<file path="src/rtl/inst_mem_burst_if.sv">
// Refill bus: cache miss port on one side, synchronous instruction ROM on the other.
interface inst_mem_burst_if #(
    parameter int DATA_WIDTH = 32,
    parameter int ADDR_WIDTH = 16
);
    logic [ADDR_WIDTH-1:0] mem_addr;
    logic                  mem_enable;
    logic [DATA_WIDTH-1:0] mem_read;
    logic                  mem_read_valid;
    logic                  mem_last;
    logic                  busy;
    logic [ADDR_WIDTH-1:0] rom_addr;
    logic                  rom_en;
    logic [DATA_WIDTH-1:0] rom_data;

    modport master (
        output mem_addr, mem_enable, rom_data,
        input  mem_read, mem_read_valid, mem_last, busy, rom_addr, rom_en
    );

    modport slave (
        input  mem_addr, mem_enable, rom_data,
        output mem_read, mem_read_valid, mem_last, busy, rom_addr, rom_en
    );
endinterface

</file>
<file path="src/rtl/inst_mem_burst.sv">
// Block refill engine: streams one aligned block from a synchronous ROM, one word per cycle.
//   state | meaning
//   IDLE  | waiting for mem_enable
//   ISSUE | strobing rom_en, one offset per cycle
//   DRAIN | all reads issued, waiting for the last word to return
//   DONE  | block delivered, waiting for mem_enable to drop
module inst_mem_burst #(
    parameter int DATA_WIDTH         = 32,
    parameter int ADDR_WIDTH         = 16,
    parameter int BLOCK_OFFSET_WIDTH = 5,
    parameter int READ_LATENCY       = 1
) (
    input logic              clk,
    input logic              rst,
    inst_mem_burst_if.slave  bus
);
    localparam int BLOCK_SIZE = 1 << BLOCK_OFFSET_WIDTH;
    localparam logic [BLOCK_OFFSET_WIDTH-1:0] LAST_OFFSET = BLOCK_OFFSET_WIDTH'(BLOCK_SIZE - 1);
    localparam logic [ADDR_WIDTH-1:0] OFFSET_MASK = ADDR_WIDTH'(BLOCK_SIZE - 1);

    typedef enum logic [1:0] {IDLE, ISSUE, DRAIN, DONE} state_t;

    state_t                        state, state_nxt;
    logic [ADDR_WIDTH-1:0]         base;
    logic [BLOCK_OFFSET_WIDTH-1:0] issue_cnt;
    logic [BLOCK_OFFSET_WIDTH-1:0] ret_cnt;
    logic [READ_LATENCY-1:0]       vpipe;
    logic                          start;
    logic                          flush;
    logic                          rom_en_c;
    logic                          rd_valid;
    logic                          last;

    assign rd_valid = vpipe[READ_LATENCY-1];
    assign last     = rd_valid && (ret_cnt == LAST_OFFSET);

    always_ff @(posedge clk) begin
        if (rst) state <= IDLE;
        else     state <= state_nxt;
    end

    // rom_en is gated by mem_enable so an abort stops strobing in the same cycle
    always_comb begin
        state_nxt = state;
        start     = 1'b0;
        flush     = 1'b0;
        rom_en_c  = 1'b0;
        case (state)
            IDLE: begin
                if (bus.mem_enable) begin
                    state_nxt = ISSUE;
                    start     = 1'b1;
                end
            end
            ISSUE: begin
                if (!bus.mem_enable) begin
                    state_nxt = IDLE;
                    flush     = 1'b1;
                end else begin
                    rom_en_c = 1'b1;
                    if (issue_cnt == LAST_OFFSET) state_nxt = DRAIN;
                end
            end
            DRAIN: begin
                if (!bus.mem_enable) begin
                    state_nxt = IDLE;
                    flush     = 1'b1;
                end else if (last) begin
                    state_nxt = DONE;
                end
            end
            DONE: begin
                if (!bus.mem_enable) state_nxt = IDLE;
            end
            default: state_nxt = IDLE;
        endcase
    end

    always_ff @(posedge clk) begin
        if (rst) begin
            base      <= '0;
            issue_cnt <= '0;
            ret_cnt   <= '0;
            vpipe     <= '0;
        end else begin
            if (start) begin
                base      <= bus.mem_addr & ~OFFSET_MASK;
                issue_cnt <= '0;
                ret_cnt   <= '0;
            end else begin
                if (rom_en_c) issue_cnt <= issue_cnt + 1'b1;
                if (rd_valid) ret_cnt   <= ret_cnt + 1'b1;
            end
            if (flush) begin
                vpipe <= '0;
            end else begin
                vpipe[0] <= rom_en_c;
                for (int i = 1; i < READ_LATENCY; i++) vpipe[i] <= vpipe[i-1];
            end
        end
    end

    assign bus.rom_en         = rom_en_c;
    assign bus.rom_addr       = rom_en_c ? (base | {{(ADDR_WIDTH-BLOCK_OFFSET_WIDTH){1'b0}}, issue_cnt}) : '0;
    assign bus.mem_read_valid = rd_valid;
    assign bus.mem_read       = rd_valid ? bus.rom_data : '0;
    assign bus.mem_last       = last;
    assign bus.busy           = (state != IDLE);
endmodule

</file>
<file path="src/flat_wrapper.sv">
// flat-port wrapper written by rule: the top's interface ports become plain ports
module inst_mem_burst_flat 
#(
    parameter int DATA_WIDTH         = 32,
    parameter int ADDR_WIDTH         = 16,
    parameter int BLOCK_OFFSET_WIDTH = 5,
    parameter int READ_LATENCY       = 1
)
  (clk, rst, bus_mem_addr, bus_mem_enable, bus_rom_data, bus_mem_read, bus_mem_read_valid, bus_mem_last, bus_busy, bus_rom_addr, bus_rom_en);
  inst_mem_burst_if #(.DATA_WIDTH(DATA_WIDTH), .ADDR_WIDTH(ADDR_WIDTH)) bus_i ();
  input logic clk;
  input logic rst;
  input wire logic [$bits(bus_i.mem_addr)-1:0] bus_mem_addr;
  input wire logic [$bits(bus_i.mem_enable)-1:0] bus_mem_enable;
  input wire logic [$bits(bus_i.rom_data)-1:0] bus_rom_data;
  output wire logic [$bits(bus_i.mem_read)-1:0] bus_mem_read;
  output wire logic [$bits(bus_i.mem_read_valid)-1:0] bus_mem_read_valid;
  output wire logic [$bits(bus_i.mem_last)-1:0] bus_mem_last;
  output wire logic [$bits(bus_i.busy)-1:0] bus_busy;
  output wire logic [$bits(bus_i.rom_addr)-1:0] bus_rom_addr;
  output wire logic [$bits(bus_i.rom_en)-1:0] bus_rom_en;
  assign bus_i.mem_addr = bus_mem_addr;
  assign bus_i.mem_enable = bus_mem_enable;
  assign bus_i.rom_data = bus_rom_data;
  assign bus_mem_read = bus_i.mem_read;
  assign bus_mem_read_valid = bus_i.mem_read_valid;
  assign bus_mem_last = bus_i.mem_last;
  assign bus_busy = bus_i.busy;
  assign bus_rom_addr = bus_i.rom_addr;
  assign bus_rom_en = bus_i.rom_en;
  inst_mem_burst #(.DATA_WIDTH(DATA_WIDTH), .ADDR_WIDTH(ADDR_WIDTH), .BLOCK_OFFSET_WIDTH(BLOCK_OFFSET_WIDTH), .READ_LATENCY(READ_LATENCY)) u_core (.clk(clk), .rst(rst), .bus(bus_i));
endmodule
</file>
<file path="config.mk">
export PLATFORM = sky130hd
export DESIGN_NAME = inst_mem_burst_flat
export DESIGN_NICKNAME = d
export VERILOG_FILES = /design/src/rtl/inst_mem_burst_if.sv /design/src/rtl/inst_mem_burst.sv /design/src/flat_wrapper.sv
export SDC_FILE = /design/constraint.sdc
export NUM_CORES = 1
export LEC_CHECK = 0
export ABC_AREA = 0
export CORE_ASPECT_RATIO = 1.2
export CORE_MARGIN = 5
export CORE_UTILIZATION = 37
export CTS_BUF_LIST = sky130_fd_sc_hd__clkbuf_8 sky130_fd_sc_hd__clkbuf_16
export DETAILED_ROUTE_END_ITERATION = 6
export PLACE_DENSITY = 0.86
export SLEW_MARGIN = 30
export SYNTH_ARGS = -nofsm -noshare
export SYNTH_HDL_FRONTEND = slang
export SYNTH_SLANG_ARGS = --single-unit
export TNS_END_PERCENT = 30
</file>
<file path="constraint.sdc">
create_clock -name clk -period 3.7 [get_ports clk]
set_clock_uncertainty 0.2 [all_clocks]
set_input_delay 0.74 -clock clk [delete_from_list [all_inputs] [get_ports clk]]
set_output_delay 0.74 -clock clk [all_outputs]
set_load 0.01 [all_outputs]
</file>
# Word level (Yosys, flattened, before mapping)
# Cells that the tools add are included.
classes:
  reduce_logical: 7
  n_eq_ne: 9
  bitwise: 1
  muxes: 14
  addsub: 2
op_table:
  columns: ["cell", "n"]
  rows:
  - ["two-way mux 32 bit", 1]
  - ["two-way mux 16 bit", 1]
  - ["bitwise OR 16 x 5 -> 16 bit", 1]
  - ["two-way mux 2 bit", 6]
  - ["adder 5 x 1 -> 5 bit (second input constant)", 2]
  - ["equality test 5 bit (second input constant)", 2]
  - ["case mux 2 bit (4 select lines)", 1]
  - ["OR reduction 2 bit", 3]
  - ["two-way mux 1 bit", 5]
  - ["equality test 2 bit (second input constant)", 2]
  - ["inequality test 2 bit (second input constant)", 2]
  - ["AND reduction 4 bit", 1]
  - ["inequality test 3 x 2 -> 1 bit (second input constant)", 1]
  - ["inequality test 3 bit (second input constant)", 1]
  - ["equality test 2 x 1 -> 1 bit (second input constant)", 1]
  - ["logical NOT 2 bit", 1]
  - ["nonzero test 2 bit", 1]
  - ["logical AND 1 bit", 1]
totals:
  inputBits: 51
  output_inout_bits: 52
  word_cells: 38
  register_bits: 24

# Longest topological paths before layout
# Gate-level depths: netlist of run 1.
logic_depth:
  word_depth: 5
  ltp_mapped: 8
  mapped_depth_nobuf: 7

# Worst setup path before layout of run 1
# Ideal clock, no wire load.
synth_path:
  path_kind: "input to output"
  start: "in bus_mem_enable"
  end: "out bus_rom_addr[10]"
  required_time_ps: 2760
  path_slack_ps: 1502
  path_stages: 3
  arrival_time_ps: 1258
  path_cell_list: "buf_6 > clkbuf_1 > and3_1"
synth_between:
  elab_chain_len: 3
synth_rtl:
  columns: ["item", "line", "rtl"]
  rows:
  - ["start, declared", "flat_wrapper.sv:14", "input wire logic [$bits(bus_i.mem_enable)-1:0] bus_mem_enable;"]
  - ["two-way mux 1 bit", "inst_mem_burst.sv:56", "if (!bus.mem_enable) begin"]
  - ["two-way mux 1 bit", "inst_mem_burst.sv:48", "case (state)"]
  - ["two-way mux 16 bit", "inst_mem_burst.sv:104", "assign bus.rom_addr = rom_en_c ? (base | {{(ADDR_WIDTH-BLOCK_OFFSET_WIDTH){1'b0}}, issue_cnt}) : '0;"]
  - ["end, declared", "flat_wrapper.sv:20", "output wire logic [$bits(bus_i.rom_addr)-1:0] bus_rom_addr;"]
# No other way between the ends.

# Worst setup path in the final report of run 1
layout_path:
  start: "in bus_mem_enable"
  end: "out bus_rom_addr[6]"
# Same word-level chain as after synthesis.

==> results.yml, run 1 <==
synthesis:
  synth_compound_gate_area_share_pct: 6.97
  synth_fa_ha_area_share_pct: 8.04
  postSynth.topFlopCell: "dfxtp_1"
  synth.lib_cells_used.distinct: 27
  synth.yosys.seq_area_share_pct: 34.3
  synthDominantAreaCellType: "dfxtp_1"
  postSynth.asyncResetShare_pct: 0
  syn-mean-instance-area_um2: 7.91
  syn-cell-area_mm2: 0.00140
  synthCells: 177
  synthMuxAreaShare_pct: 2.14
  synthesis.nets: 237
  post-synth-top-area-fraction_pct: 34.3
  synth_top_cells_by_count: "and2_1 (33), nand2_1 (32), dfxtp_1 (24)"
  synthXorXnorAreaFrac_pct: 3.75
  ys_ff_latch: 24
  ys_warn_count: 0
  synth-simple-area-share_pct: 39.4
  count_of_flip_flops_with_a_built_in_enable_after_synthesis: 0
  yosys.cell_count.top_type: "and2_1"
  synth.area.top_cells: "dfxtp_1 (34%), and2_1 (15%), nand2_1 (8.6%)"
  synth_top_family_by_area: "simple AND/OR/NAND/NOR gates"
worst_setup_path:
  worst_path_largest_cell_delay_ps: 580
  reg2reg_setup_slack_ps: 1710
  criticalPathCategory: "input port to primary output"
  start_of_the_worst_register_to_register_path: "u_core.state[1]"
  regToRegEndpoint: "u_core.issue_cnt[2]"
  critical_path_buf_inv_count: 3
  critical_path_peak_fanout: 18
  path_common_cell: "clkdlybuf4s50_1"
  timing.reg2reg.worst_path_depth: 7
  startpoint_type: "input port"
  worstPathRequired_ps: 2760
  arrival_ps: 2320
  kind_of_cell_adding_the_most_delay_to_the_critical_path: "buffers and inverters"
  crit_slowest_cell: "clkdlybuf4s50_1"
  worstSetupEndpointType: "primary output"
  worstPathCellList: "clkdlybuf4s50_1 > buf_4 > and3_1 > clkdlybuf4s50_1"
pwr:
  final_power_uw: 581
  ir_drop_uv: 225
  power_density_mw_per_mm2: 239
  power_leakage_nw: 1.02
global_route:
  met1_track_utilization_from_global_routing_pct: 18.9
  track_usage_pct: 15.8
  grt.met2_usage_pct: 27.4
  grt.busiest_layer: "met2"
  global_route.usage.met3_pct: 5.20
  grt_max_degree: 36
  antenna_found_initial: 0
  gr-total-overflow: 0
  grt_first_pass_wirelength_um: 6560
  number_of_global_route_vias_before_repair: 1383
timing:
  slew_headroom_pct: 49.3
  finalWorstPathRequiredPeriod_ps: 3260
  report.final.hold_viol_count: 0
  hold_ws_ps: 252
  setup_tns_final_ps: 0
  layout_worst_path_cycle_share_pct: 88.0
  timing_max_transition_violations_final: 0
  rsz0062_at_grt: "no"
  crit_path_setup_slack_layout_ps: 443
  timing.fmax_ghz: 0.307
  setup-violations-final: 0
  worst_pin_slew_ps: 759
routing:
  antenna_nets_post_route: 0
  count_of_unresolved_drc_violations_after_routing: 0
  starting_drc_count_in_detailed_routing: 36
  totalWireLength_um: 4140
  post_drt_wl_per_cell_um: 12.9
  routed-via-count: 1469
  via_per_inst: 4.59
  drt_pre_antenna_iters: 4
floorplanning:
  placeableCoreArea_mm2: 0.00363
  initial_core_utilization_pct: 38.5
  die_area_mm2: 0.00512
  std_cell_rows: 24
  die_width_um: 66.2
  io_pins: 103
  die_h_um: 77.4
cts:
  clock-sinks: 24
  clk_path_buf_depth: 2
  cts.repair.resized: 0
  clkTransAtPathRegs_ps: 80
  cts_root_buffer: "clkbuf_8"
  cts_max_level: 1
  insertion_delay_ps: 260
  numCtsBuffers: 3
  number_of_buffers_added_for_setup_after_cts: 0
  clock_tree_from_tritoncts: "done"
  hold_buffers: 0
worst_hold_path:
  hold_path.startpoint: "u_core.base[14]"
  min_delay_worst_endpoint: "u_core.base[14]"
  hold_path.class: "flop to flop"
  hold_depth: 2
placement:
  detailed_place.area_mm2: 0.00239
  pre_cts_ws_ps: 462
  place.port_buffers: 97
  dp.final_hpwl_um: 3330
  place_congestion: 0.738
final_layout:
  nets: 330
  area_growth_syn_to_layout_pct: 74.0
  num_antenna_cells: 0
  final_cell_area_excluding_filler_cells_mm2: 0.00244
  post_route_cells_drive_above_1_share_pct: 5.60
  fillCellCount: 314
run:
  maxCapViolCount: 0
run_status:
  status: "finished, final reports clean"
[worst max-delay path by stage]
stage                          from               end  cells after the start
floorplan            bus_mem_enable  bus_rom_addr[10]                      3
global placement     bus_mem_enable   bus_rom_addr[6]                      4
detailed placement   bus_mem_enable  bus_rom_addr[10]                      4
CTS                  bus_mem_enable   bus_rom_addr[6]                      4
global route        u_core.state[1]        bus_rom_en                      5
finish               bus_mem_enable   bus_rom_addr[6]                      4
[metal layers]
| layer | wire length, µm | vias up |
|---|---|---|
| met1 | 1700 | 630 |
| met3 | 511 | 5 |
| met4 | 31 | 0 |
| met2 | 1900 | 78 |
| met5 | 0 | - |
| li1 | - | 756 |
[report_power, final]
group          internal (mW)  switching (mW)  leakage (nW)
combinational         0.0895          0.0623         0.803
clock                 0.0727          0.0782        0.0216
sequential             0.270         0.00890         0.196
total                  0.432           0.149          1.02
[state kept, by name (all words and copies together) (netlist names)]
register and cells:
u_core.bus.mem_read_valid 1, u_core.state 2, u_core.base 11, u_core.ret_cnt 5, u_core.issue_cnt 5
[cell type report]
| class | instances | area (µm²) | area share, % |
|---|---|---|---|
| multi-input cells | 137 | 845 | 34.7 |
| well taps | 52 | 65.1 | 2.67 |
| inverters | 5 | 18.8 | 0.770 |
| clock buffers | 3 | 41.3 | 1.69 |
| flip-flops and latches | 24 | 480 | 19.7 |
| repair buffers | 99 | 986 | 40.5 |
[worst reg2reg max path: cells and delay by family, from the launching register on]
kind,cells,cell delay (ps)
adder cells (fa/ha/maj),1,560
flip-flops,1,340
XOR/XNOR,1,130
AND/OR/NAND/NOR,3,350
buffers and inverters,2,290
[placed cells by master (no fill, tap or decap), types with 2 or more instances in the layout]
cell and instances:
clkbuf_8 3, clkdlybuf4s50_1 97, and3_2 6, dfxtp_1 24, inv_1 5, nand2_1 32
and3_1 12, mux2i_1 3, and2_1 33, nor2_1 11, ha_1 9, buf_4 2
a21oi_1 13, nand3_1 2, xnor2_1 2, xor2_1 4
[cells by family after synthesis]
family                     after synthesis
xor gates and xnor gates                 6
muxes                                    3
and+or+nand+nor                        102
DFF                                     24
AOI/OAI and AO/OA                       17
buffers and inverters                   16
adders and majority gates                9
[through the flow]
stage | util [%] | std cells
after floorplan | - | 177
after global placement | 65.9 | 317
after detailed placement | 65.9 | 317
after CTS | 67.0 | 320
after global routing | 67.0 | 320
final | 67.0 | 320
Note: power is estimated with default switching activity, not from simulation.
==> inputs of run 2 (changes only) <==
CAP_MARGIN = 20   (was not set)
CORE_ASPECT_RATIO = not set   (was 1.2)
SKIP_LAST_GASP = 1   (was not set)
==> run 2 against run 1 <==
Net effect:
- register-to-register slack improved by 40 ps
- flip-flop and latch count did not move
- final cell count fell by 0.94%
- routed wire length rose by 2.9%
- count of clock-buffer cells in the layout rose by 1
- hold slack barely moved
==> results.yml, run 2 (same netlist as run 1, synthesis figures left out) <==
run_status:
  status: "finished, final reports clean"
worst_setup_path:
  timing.reg2reg.worst_path_depth: 7
  startpoint_type: "input port"
  criticalPathCategory: "input port to primary output"
  worstPathRequired_ps: 2760
  regToRegEndpoint: "u_core.issue_cnt[2]"
  worstSetupEndpointType: "primary output"
  critical_path_peak_fanout: 17
  crit_path_end: "bus_rom_addr[13]"
  start_of_the_worst_register_to_register_path: "u_core.state[1]"
  arrival_ps: 2310
  reg2reg_setup_slack_ps: 1750
  cp-startpoint: "bus_mem_enable"
floorplanning:
  die_area_mm2: 0.00511
  die_h_um: 71.5
  initial_core_utilization_pct: 38.2
  die_width_um: 71.5
  io_pins: 103
  placeableCoreArea_mm2: 0.00366
  std_cell_rows: 22
pwr:
  power_density_mw_per_mm2: 248
  power_leakage_nw: 1.03
  ir_drop_uv: 242
  final_power_uw: 606
cts:
  clk_path_buf_depth: 2
  cts_root_buffer: "clkbuf_8"
  clock_tree_from_tritoncts: "done"
  hold_buffers: 0
  numCtsBuffers: 3
  cts.repair.resized: 0
  clkTransAtPathRegs_ps: 80
  clock-sinks: 24
  number_of_buffers_added_for_setup_after_cts: 0
  insertion_delay_ps: 260
  cts_max_level: 1
timing:
  layout_worst_path_cycle_share_pct: 87.9
  worst_pin_slew_ps: 573
  timing_max_transition_violations_final: 0
  finalWorstPathRequiredPeriod_ps: 3250
  rsz0062_at_grt: "no"
  report.final.hold_viol_count: 0
  setup_tns_final_ps: 0
  slew_headroom_pct: 61.8
  timing.fmax_ghz: 0.307
  setup-violations-final: 0
routing:
  routed-via-count: 1454
  totalWireLength_um: 4260
  post_drt_wl_per_cell_um: 13.4
  drt_pre_antenna_iters: 4
  antenna_nets_post_route: 0
  count_of_unresolved_drc_violations_after_routing: 0
  starting_drc_count_in_detailed_routing: 36
  via_per_inst: 4.59
final_layout:
  final_cell_area_excluding_filler_cells_mm2: 0.00244
  ff_latch_area_um2: 480
  num_antenna_cells: 0
  max_flop_register: "u_core.base"
  multi_input_area_um2: 845
  commonest_non_fill_non_tap_cell_in_the_layout: "clkdlybuf4s50_1"
  area_growth_syn_to_layout_pct: 74.6
  nets: 330
  top_regs: "u_core.base: 11 flops, u_core.issue_cnt: 5 flops, u_core.ret_cnt: 5 flops"
  flip_flop_count_of_the_largest_register_after_layout: 11
  post_route_cells_drive_above_1_share_pct: 5.95
  instances_no_fill: 317
  fillCellCount: 315
  most-common-layout-cells: "clkdlybuf4s50_1 (97), and2_1 (33), nand2_1 (32), dfxtp_1 (24), a21oi_1 (13)"
placement:
  dp.final_hpwl_um: 3450
  detailed_place.area_mm2: 0.00239
  place_congestion: 0.745
  placed_instance_count: 313
  place.port_buffers: 97
global_route:
  antenna_found_initial: 0
  number_of_global_route_vias_before_repair: 1369
  gr-total-overflow: 0
  track_usage_pct: 15.8
  grt_max_degree: 40
  grt_first_pass_wirelength_um: 6550
worst_hold_path:
  hold_path.class: "flop to flop"
run:
  maxCapViolCount: 0
## run 2: cell types whose count changed in the layout (fill, tap and decap cells not counted), sizes merged
cell    previous run  this run
clkbuf             3         4
## run 2: final cells by class
cell class	count	area share (%)
Timing Repair Buffer	99	40.3
Multi-Input combinational cell	137	34.5
Sequential cell	24	19.7
Tap cell	48	2.46
Clock buffer	4	2.25
Inverter	5	0.768
## run 2: worst min-delay path by stage
stage                         from             end  slack [ps]  cells past startpoint
finish              u_core.base[9]  u_core.base[9]         250                      2
global route        u_core.base[9]  u_core.base[9]         270                      2
CTS                 u_core.base[5]  u_core.base[5]         250                      2
detailed placement  u_core.base[5]  u_core.base[5]         240                      2
global placement    u_core.base[5]  u_core.base[5]         240                      2
floorplan           u_core.base[5]  u_core.base[5]         230                      2
## run 2: worst max-delay path: stages
cell             delay, ps
clkdlybuf4s50_1        600
buf_4                  250
and3_1                 180
clkdlybuf4s50_1        540
## run 2: layer usage
| layer | up-vias | track usage, % | part of all wire, % |
|---|---|---|---|
| li1 | 755 | - | - |
| met2 | 60 | 28.7 | 47 |
| met3 | 2 | 4.35 | 8.3 |
| met4 | 0 | 3.13 | 0.47 |
| met1 | 637 | 18.5 | 44 |
| met5 | - | 0 | 0 |
## run 2: power by group
part	switching, mW	leakage [nW]	internal (mW)
Clock	0.0804	0.0288	0.0949
Sequential	0.00634	0.196	0.270
Combinational	0.0656	0.803	0.0896
Total	0.152	1.03	0.454
## run 2: metrics by stage
step	setup slack, ps	hold slack [ps]	utilization, %
final	446	252	66.8
after global routing	363	273	66.8
after CTS	450	255	66.8
after detailed placement	452	243	65.3
after global placement	463	239	65.3
after floorplan	1500	226	-
